==> config.mk <==
export PLATFORM = sky130hd
export DESIGN_NAME = instr_mem_server
export DESIGN_NICKNAME = d
export VERILOG_FILES = /design/src/rtl/instr_mem_pkg.sv /design/src/rtl/instr_mem_server_loader.sv /design/src/rtl/instr_mem_server.sv
export SDC_FILE = /design/constraint.sdc
export NUM_CORES = 1
export LEC_CHECK = 0
export BUFFER_PORTS_ARGS = -buffer_cell sky130_fd_sc_hd__buf_2
export CAP_MARGIN = 20
export CORE_MARGIN = 5
export CORE_UTILIZATION = 60
export CTS_BUF_LIST = sky130_fd_sc_hd__clkbuf_8
export DETAILED_ROUTE_END_ITERATION = 10
export GPL_TIMING_DRIVEN = 0
export PLACE_DENSITY_LB_ADDON = 0.3
export SLEW_MARGIN = 20
export SYNTH_ARGS = -nofsm -noshare
export SYNTH_HDL_FRONTEND = slang
export SYNTH_SLANG_ARGS = --single-unit
export TNS_END_PERCENT = 50
==> constraint.sdc <==
create_clock -name clk -period 3.45 [get_ports clk]
set_input_delay 0.69 -clock clk [delete_from_list [all_inputs] [get_ports clk]]
set_output_delay 0.69 -clock clk [all_outputs]
set_load 0.02 [all_outputs]
==> src/rtl/instr_mem_pkg.sv <==
`default_nettype none
// ============================================================================
// Module   : instr_mem_pkg
// Purpose  : Shared constants and types for the instruction store and its
//            byte-serial program loader: loader state encoding, instruction
//            width, NOP word and opcode constants shared with the processor.
// Ports    : none (package)
// Revision : 1.0 - initial release
// ============================================================================
package instr_mem_pkg;

  // Instruction width is fixed: the loader pairs exactly two bytes per word.
  localparam int DATA_W = 16;

  localparam logic [DATA_W-1:0] NOP_WORD = 16'h0000;

  // Opcode field (instruction bits [15:12]) shared with the processor decoder.
  localparam logic [3:0] OP_NOP = 4'h0;
  localparam logic [3:0] OP_LDI = 4'h1;
  localparam logic [3:0] OP_ADD = 4'h2;
  localparam logic [3:0] OP_SUB = 4'h3;
  localparam logic [3:0] OP_JMP = 4'h8;
  localparam logic [3:0] OP_JZ  = 4'h9;
  localparam logic [3:0] OP_OUT = 4'hF;

  typedef enum logic [1:0] {
    ST_IDLE = 2'd0,
    ST_HI   = 2'd1,
    ST_LO   = 2'd2,
    ST_DONE = 2'd3
  } ld_state_t;

endpackage : instr_mem_pkg
`default_nettype wire

==> src/rtl/instr_mem_server_loader.sv <==
`default_nettype none
// ============================================================================
// Module   : instr_mem_loader
// Purpose  : Byte-serial program loader. Collects hi/lo byte pairs and emits
//            one write strobe per completed word, starting at word 0.
//            Optional checksum output when IMEM_CHECKSUM_EN is defined.
// Ports    : clk, rst_n          clock, async active-low reset
//            ld_start            pulse, begin load at word 0 (IDLE only)
//            ld_byte/ld_valid    byte stream, taken when ld_valid&&ld_ready
//            ld_last             with lo byte: final word
//            ld_ready/ld_busy    handshake / load-in-progress status
//            ld_done             one-cycle completion pulse
//            ld_count            words written by last/current load
//            ld_csum             (IMEM_CHECKSUM_EN) sum of written words
//            wr_en/addr/data     write port toward the memory array
// Revision : 1.0 - initial release
// ============================================================================
module instr_mem_loader
  import instr_mem_pkg::*;
#(
  parameter int ADDR_W = 4
) (
  input  logic              clk,
  input  logic              rst_n,
  input  logic              ld_start,
  input  logic [7:0]        ld_byte,
  input  logic              ld_valid,
  input  logic              ld_last,
  output logic              ld_ready,
  output logic              ld_busy,
  output logic              ld_done,
  output logic [ADDR_W:0]   ld_count,
`ifdef IMEM_CHECKSUM_EN
  output logic [DATA_W-1:0] ld_csum,
`endif
  output logic              wr_en,
  output logic [ADDR_W-1:0] wr_addr,
  output logic [DATA_W-1:0] wr_data
);

  localparam logic [ADDR_W-1:0] LAST_PTR = '1;

  ld_state_t         state;
  ld_state_t         state_nx;
  logic [7:0]        hi_reg;
  logic [ADDR_W-1:0] ptr;
  logic              start_acc;

  always_ff @(posedge clk or negedge rst_n) begin
    if (!rst_n) state <= ST_IDLE;
    else        state <= state_nx;
  end

  always_comb begin
    state_nx  = state;
    wr_en     = 1'b0;
    start_acc = 1'b0;
    case (state)
      ST_IDLE: begin
        if (ld_start) begin
          start_acc = 1'b1;
          state_nx  = ST_HI;
        end
      end
      ST_HI: begin
        if (ld_valid) state_nx = ST_LO;
      end
      ST_LO: begin
        if (ld_valid) begin
          wr_en = 1'b1;
          // The last word slot ends the load even without ld_last, so the
          // pointer never wraps back onto word 0.
          if (ld_last || (ptr == LAST_PTR)) state_nx = ST_DONE;
          else                              state_nx = ST_HI;
        end
      end
      ST_DONE: state_nx = ST_IDLE;
      default: state_nx = ST_IDLE;
    endcase
  end

  assign ld_ready = (state == ST_HI) || (state == ST_LO);
  assign ld_busy  = (state != ST_IDLE);
  assign ld_done  = (state == ST_DONE);
  assign wr_addr  = ptr;
  assign wr_data  = {hi_reg, ld_byte};

  always_ff @(posedge clk or negedge rst_n) begin
    if (!rst_n) begin
      hi_reg   <= 8'h00;
      ptr      <= '0;
      ld_count <= '0;
    end else begin
      if ((state == ST_HI) && ld_valid) hi_reg <= ld_byte;

      if (start_acc) begin
        ptr      <= '0;
        ld_count <= '0;
      end else if (wr_en) begin
        ld_count <= ld_count + 1'b1;
        if (state_nx == ST_HI) ptr <= ptr + 1'b1;
      end
    end
  end

`ifdef IMEM_CHECKSUM_EN
  always_ff @(posedge clk or negedge rst_n) begin
    if (!rst_n)         ld_csum <= '0;
    else if (start_acc) ld_csum <= '0;
    else if (wr_en)     ld_csum <= ld_csum + wr_data;
  end
`endif

endmodule : instr_mem_loader
`default_nettype wire

==> src/rtl/instr_mem_server.sv <==
`default_nettype none
// ============================================================================
// Module   : instr_mem_server
// Purpose  : Run-time loadable instruction store for the processor fetch
//            port. Holds the memory array and the one-cycle registered read
//            port; writes come from the byte-serial loader sub-module.
//            Define IMEM_CHECKSUM_EN to add the ld_csum output.
// Ports    : clk, rst_n                    clock, async active-low reset
//            rd_req/rd_addr/rd_ready       fetch request handshake
//            rd_valid/rd_data              fetch response (latency 1)
//            ld_start/ld_byte/ld_valid/    loader input stream
//            ld_last
//            ld_ready/ld_busy/ld_done/     loader status
//            ld_count
//            ld_csum                       (IMEM_CHECKSUM_EN) word checksum
// Revision : 1.0 - initial release
// ============================================================================
module instr_mem_server
  import instr_mem_pkg::*;
#(
  parameter int ADDR_W = 4
) (
  input  logic              clk,
  input  logic              rst_n,
  input  logic              rd_req,
  input  logic [ADDR_W-1:0] rd_addr,
  output logic              rd_ready,
  output logic              rd_valid,
  output logic [DATA_W-1:0] rd_data,
  input  logic              ld_start,
  input  logic [7:0]        ld_byte,
  input  logic              ld_valid,
  input  logic              ld_last,
  output logic              ld_ready,
  output logic              ld_busy,
  output logic              ld_done,
`ifdef IMEM_CHECKSUM_EN
  output logic [DATA_W-1:0] ld_csum,
`endif
  output logic [ADDR_W:0]   ld_count
);

  localparam int DEPTH = 2 ** ADDR_W;

  logic [DATA_W-1:0] mem [DEPTH];
  logic              wr_en;
  logic [ADDR_W-1:0] wr_addr;
  logic [DATA_W-1:0] wr_data;
  logic              rd_acc;

  instr_mem_loader #(
    .ADDR_W (ADDR_W)
  ) u_loader (
    .clk      (clk),
    .rst_n    (rst_n),
    .ld_start (ld_start),
    .ld_byte  (ld_byte),
    .ld_valid (ld_valid),
    .ld_last  (ld_last),
    .ld_ready (ld_ready),
    .ld_busy  (ld_busy),
    .ld_done  (ld_done),
    .ld_count (ld_count),
`ifdef IMEM_CHECKSUM_EN
    .ld_csum  (ld_csum),
`endif
    .wr_en    (wr_en),
    .wr_addr  (wr_addr),
    .wr_data  (wr_data)
  );

  // Contents survive reset, so the array has no reset branch.
  always_ff @(posedge clk) begin
    if (wr_en) mem[wr_addr] <= wr_data;
  end

  // Fetches are locked out for the whole load, so a read never races a write.
  assign rd_ready = !ld_busy;
  assign rd_acc   = rd_req && rd_ready;

  always_ff @(posedge clk or negedge rst_n) begin
    if (!rst_n) begin
      rd_valid <= 1'b0;
      rd_data  <= NOP_WORD;
    end else begin
      rd_valid <= rd_acc;
      if (rd_acc) rd_data <= mem[rd_addr];
    end
  end

endmodule : instr_mem_server
`default_nettype wire
==> out/summary.txt, run 1 <==
core area: 18800 µm²
synth top area cells: edfxtp_1, mux2i_1, dfrtp_1
postcts setup bufs: 0
Setup WS post-layout: 0.845 ns
final worst-path cycle share: 75.5%
Cell Chain, Critical Path: inv_1 -> ha_1 -> and2_2 -> buf_2 -> nand2_1 -> nor3_2 -> buf_4
slowest stage delay, CP: 0.58 ns
CP Capture Type: register
Worst path slowest cell: nor3_2
max-cap viol count: 0
Synth area leader: edfxtp_1
Core Util, Final: 70.0%
Final Hold Fails: 0
most frequent cell after synthesis: edfxtp_1
die area: 22100 µm²
peak supply drop: 709 µV
min Tclk post-route: 2.61 ns
Syn-to-layout area delta: 14.1%
max FFs per register: 256
Req. time, crit path: 3.70 ns
fillers: 1208
DRC viols: 0
Ports: 44
Diodes inserted: 0
Post-Synthesis Cells: 689
All-Layer GR Usage: 25.0%
TritonCTS clock tree: yes
Leakage: 4.97 nW
outcome: completed
die width: 149 µm
Final HPWL DP: 17800 µm
RSZ-0062 raised after global routing: false
DR top layer: met4
H-tree levels: 2
total CTS buffers: 45
Via Count: 6539
number of gates resized after cts: 0
WHS: 0.258 ns
Slew headroom: 40.2%
Warnings, synthesis: 0
WP data arrival: 2.85 ns
kind of critical path: reg -> reg
Reg clk slew, reported paths: 0.06 ns
pwr/cell area: 643 nW/µm²
global route overflow: 0
CTS Hold Bufs: 0
Async SR Flop Fraction: 12.3%
Net Count, Synth: 716
Initial Utilization: 61.3%
Design Area, Final: 13200 µm²
setup-violating endpoint count in the final report: 0
post-synthesis sequential area ratio: 74.4%
DR pass1 iterations: 5
height of the die: 149 µm
Syn Std Cell Area: 11500 µm²
Layout Nets: 822
Startpoint Class: register
Vias/cell: 5.99
Routability Congestion: 0.843
PortBufs: 41
Unique masters post-synth: 37
worst-margin pin slew: 0.898 ns
drt wl/cell: 24.8 µm
met1 wire length: 10700 µm
first-pass GRT wire length: 40300 µm
vias in the first global route: 6634
Commonest cells post-synth: edfxtp_1, mux2i_1, dfrtp_1, nand2_1, a21oi_1
Post-Syn Area per Cell: 16.8 µm²
share of post-route cells with drive strength above 1: 19.7%
row cnt: 50
initial DRC count: 658
EDFF count, synth: 256
Pins Over Slew Limit: 0
ys flop type: edfxtp_1
Clock Skews: 0.0187 ns
antenna violations before repair: 0
Met2 Routed Length: 12800 µm
clock sinks: 292
area share of the largest cell type after synthesis: 66.6%
Final ANT Viol Nets: 0
CP max FO: 10
placed inst area: 12300 µm²
DRT Wirelength: 27100 µm
worst min-delay path category: in -> async
largest net degree at the start of global routing: 37
worst-skew pair later-pin latency: 0.56 ns
post-place setup slack: 0.823 ns
Yosys reg bits: 292
Max Root-Sink Buffers: 3
root buf cell: clkbuf_8
Routed met3 length: 2790 µm
f_max: 384 MHz
-- cell families after synthesis --
kind of cell,Yosys count,share of synthesized area [%]
fa+ha+maj,9,0.975
simple gates,95,3.70
flops,292,74.4
compound gates,105,6.40
xor+xnor,5,0.379
mux,139,12.1
buf+inv,44,2.03
-- layout by cell type (no fill, tap or decap), types with 3 or more instances in the layout --
cell      Yosys  final
a22oi_1      21     21
nor2_1       24     12
dfrtp_1      36     36
ha_1          9      9
buf_6         3     13
mux2_2        8      8
edfxtp_1    256    256
a21oi_1      29     29
buf_4        10     14
nor3_2        0      4
nand3_1      17     17
o21ai_1       6      6
a22o_1       16     16
a32oi_1      16     16
o21ai_0      12     12
xor2_1        3      3
mux2i_1     131    131
clkinv_2      0      3
buf_2         7     48
nand2_1      36     36
clkbuf_8      0     52
inv_1         7     33
clkbuf_1     15     15
nor2_2        0     10
buf_8         0      4
-- path summary, 6_finish.rpt --
check                      slack (ns)                         from                               to  depth (start not counted)
setup / recovery                 0.84  u_loader.state[0]$_DFF_PN0_             mem[1][10]$_DFFE_PP_                          7
hold / removal                   0.26                        rst_n  u_loader.wr_addr[2]$_DFFE_PN0P_                          1
max in group asynchronous        2.61                        rst_n           rd_data[7]$_DFFE_PN0P_                          1
hold reg to reg                  0.50      rd_data[15]$_DFFE_PN0P_          rd_data[15]$_DFFE_PN0P_                          2
min in group clk                 0.50      rd_data[15]$_DFFE_PN0P_          rd_data[15]$_DFFE_PN0P_                          2
setup reg to reg                 0.84  u_loader.state[0]$_DFF_PN0_             mem[1][10]$_DFFE_PP_                          7
-- power by group --
| group | total [mW] | leakage, nW | switching (mW) | internal (mW) |
|---|---|---|---|---|
| Clock | 2.62 | 0.526 | 1.25 | 1.37 |
| Sequential | 4.69 | 2.76 | 0.394 | 4.30 |
| Combinational | 1.16 | 1.69 | 0.745 | 0.411 |
-- metrics by stage --
| stage | setup TNS (ns) | cells | total power [mW] |
|---|---|---|---|
| 3_5_place_dp | 0 | 1008 | 5.88 |
| 4_1_cts | 0 | 1091 | 8.48 |
| 6_report | 0 | 1091 | 8.47 |
| 2_1_floorplan | 0 | 689 | 5.32 |
| 5_1_grt | 0 | 1091 | 8.80 |
| 3_3_place_gp | -37.31 | 990 | 5.79 |
-- layout make-up --
| type | instances | area, µm² | share of cell area, % |
|---|---|---|---|
| flip-flops and latches | 292 | 8590 | 65.2 |
| multi-input cells | 353 | 2780 | 21.1 |
| clock buffers | 52 | 716 | 5.43 |
| repair buffers | 59 | 408 | 3.10 |
| well taps | 260 | 325 | 2.47 |
| plain buffers | 37 | 208 | 1.58 |
| clock inverters | 31 | 124 | 0.940 |
| inverters | 7 | 26.3 | 0.199 |
-- worst max-delay path: cells and delay by family (launching register included) --
family                     cells  cell delay, ns
DFF                            1            0.40
adders and majority gates      1            0.27
buffers and inverters          3            0.65
and+or+nand+nor                3            0.97
-- layer usage --
metal / up-vias / GRT usage (%)
met5: - / 0
met4: 0 / 7.39
met3: 46 / 6.95
met2: 360 / 39.2
met1: 3230 / 34.9
li1: 2903 / -
(Power assumes the default switching activity.)
==> inputs of run 2 (changes only) <==
==> constraint.sdc (replaced) <==
create_clock -name clk -period 2.5 [get_ports clk]
set_input_delay 0.5 -clock clk [delete_from_list [all_inputs] [get_ports clk]]
set_output_delay 0.5 -clock clk [all_outputs]
set_load 0.02 [all_outputs]
==> run 2 against run 1 <==
Global-route usage is 0.15 points higher. Die area did not move. Cell count up 0.82%. Sequential share of layout area down 0.70 points. Clock skew is 0.0035 ns higher. Fmax up 5.8%. Non-clock buffer count increased by 7. Wire length rose by 1.3%. Worst setup slack lost 0.81 ns. Critical path type unchanged. Largest cell class unchanged. Highest routed layer unchanged.
==> out/summary.txt, run 2 (same netlist as run 1, synthesis figures left out) <==
peak supply drop: 892 µV (+26%)
Clock Skews: 0.0222 ns (+0.00351 ns)
worst-skew pair later-pin latency: 0.55 ns (about the same)
TritonCTS clock tree: yes
RSZ-0062 raised after global routing: true
sequential share of power: 55.1% (-0.3 points)
die width: 149 µm (unchanged)
WP data arrival: 2.72 ns (-0.13 ns)
Cell Chain, Critical Path: inv_1 -> ha_1 -> and2_2 -> buf_2 -> nand2_1 -> nor3_4 -> buf_4
final cell count without fillers: 1100 (+0.82%)
drt wl/cell: 24.9 µm (+0.48%)
Via Count: 6646 (+1.6%)
f_max: 406 MHz (+5.8%)
most common cell after layout, fill and taps aside: edfxtp_1
outcome: completed
switch share: 28.5% (+0.27 points)
Max Root-Sink Buffers: 3 (unchanged)
Vias/cell: 6.04 (+0.80%)
final worst-path cycle share: 98.5% (+23 points)
clock sinks: 292 (unchanged)
root buf cell: clkbuf_8
Final HPWL DP: 17800 µm (+0.19%)
worst-margin pin slew: 0.912 ns (+0.0142 ns)
r2r startpoint: u_loader.state[0]$_DFF_PN0_
die area: 22100 µm² (unchanged)
row cnt: 50 (unchanged)
global route overflow: 0 (unchanged)
Worst path slowest cell: nor3_4
DR pass1 iterations: 7 (+2)
Initial Utilization: 61.3% (unchanged)
vias in the first global route: 6873 (+3.6%)
H-tree levels: 2 (unchanged)
first-pass GRT wire length: 41100 µm (+2.0%)
total CTS buffers: 45 (unchanged)
All-Layer GR Usage: 25.2% (+0.15 points)
Startpoint Class: register
fillers: 1193 (-1.2%)
Slew headroom: 39.2% (-0.95 points)
Pins Over Slew Limit: 0 (unchanged)
setup-violating endpoint count in the final report: 0 (unchanged)
Psw: 3.35 mW (+40%)
CP Capture Type: register
worst min-delay path category: in -> async
Comb power frac: 13.8% (+0.2 points)
min Tclk post-route: 2.46 ns (-0.143 ns)
slowest stage delay, CP: 0.43 ns (-0.15 ns)
DRC viols: 0 (unchanged)
crit path from: u_loader.state[0]$_DFF_PN0_
max FFs per register: 256 (unchanged)
initial DRC count: 671 (+2.0%)
Core Util, Final: 70.8% (+0.76 points)
DRT Wirelength: 27400 µm (+1.3%)
Routability Congestion: 0.851 (+0.92%)
share of post-route cells with drive strength above 1: 20.6% (+0.88 points)
Ports: 44 (unchanged)
kind of critical path: reg -> reg
WHS: 0.0830 ns (-0.175 ns)
Reg clk slew, reported paths: 0.07 ns (about the same)
max-cap viol count: 0 (unchanged)
Req. time, crit path: 2.75 ns (-0.95 ns)
largest net degree at the start of global routing: 37 (unchanged)
core area: 18800 µm² (unchanged)
PortBufs: 41 (unchanged)
Layout Nets: 829 (+0.85%)
height of the die: 149 µm (unchanged)
clock power share: 31.2% (+0.3 points)
Leakage: 5.00 nW (+0.58%)
Syn-to-layout area delta: 15.4%
CTS Hold Bufs: 0 (unchanged)
pwr/cell area: 883 nW/µm² (+37%)
antenna violations before repair: 0 (unchanged)
Int Power: 8.41 mW (+38%)
most frequent cells in the layout: edfxtp_1, mux2i_1, clkbuf_8, buf_2, dfrtp_1
CP max FO: 10 (unchanged)
Cells after DPL: 1008 (unchanged)
Final Hold Fails: 0 (unchanged)
Final ANT Viol Nets: 0 (unchanged)
run 2: worst paths after layout:
path / end / slack [ns] / cells after the start
min in group clk: u_loader.state[1]$_DFF_PN0_ / 0.33 / 3
setup reg to reg: mem[0][8]$_DFFE_PP_ / 0.04 / 7
hold reg to reg: rd_data[4]$_DFFE_PN0P_ / 0.50 / 2
hold / removal: rd_data[12]$_DFFE_PN0P_ / 0.08 / 1
setup / recovery: mem[0][8]$_DFFE_PP_ / 0.04 / 7
max in group asynchronous: rd_data[4]$_DFFE_PN0P_ / 1.83 / 1
run 2: power groups by stage:
stage	Clock [mW]	Combinational, mW	Sequential, mW
floorplan	0	0.852	6.49
global placement	0	1.49	6.50
detailed placement	0	1.58	6.55
CTS	3.69	1.59	6.46
global route	3.93	1.74	6.52
finish	3.67	1.62	6.48
run 2: per-stage QoR:
stage	instance area (µm²)	power [mW]	worst slack, ns	setup TNS [ns]
after floorplan	11600	7.34	-0.214	-6.83
after global placement	12100	7.99	-1.52	-162.74
after detailed placement	12400	8.13	-0.145	-1.89
after CTS	13200	11.7	-0.0640	-0.836
after global routing	13300	12.2	-0.0774	-1.90
final	13300	11.8	0.0372	0
run 2: timing repair:
action / in CTS / in global routing
gates resized for setup: 3 / 8
setup buffers: 0 / 7
pin swaps: 0 / 6
gates cloned: 0 / 0
setup endpoints to repair: 38 / 133
run 2: critical path: cells and delay by family, from the launching register on:
kind | cells | cell delay, ns
DFF | 1 | 0.40
and+or+nand+nor | 3 | 0.87
buffers and inverters | 3 | 0.61
adders and majority gates | 1 | 0.28
run 2: routing by layer:
metal	up-vias	share of wire, %	track usage (%)
li1	2918	-	-
met1	3325	39	34.9
met2	351	49	41.2
met3	52	9.0	5.51
met4	0	2.3	6.74
met5	-	0	0
run 2: layout make-up:
| class | count | area [µm²] | area share [%] |
|---|---|---|---|
| clock buffer | 52 | 716 | 5.37 |
| sequential | 292 | 8590 | 64.5 |
| timing repair buffer | 66 | 487 | 3.65 |
| clock inverter | 32 | 129 | 0.967 |
| inverter | 7 | 26.3 | 0.197 |
| buffer | 37 | 208 | 1.56 |
| tap | 260 | 325 | 2.44 |
| multi-input combinational | 353 | 2840 | 21.3 |
| antenna | 1 | 2.50 | 0.0188 |
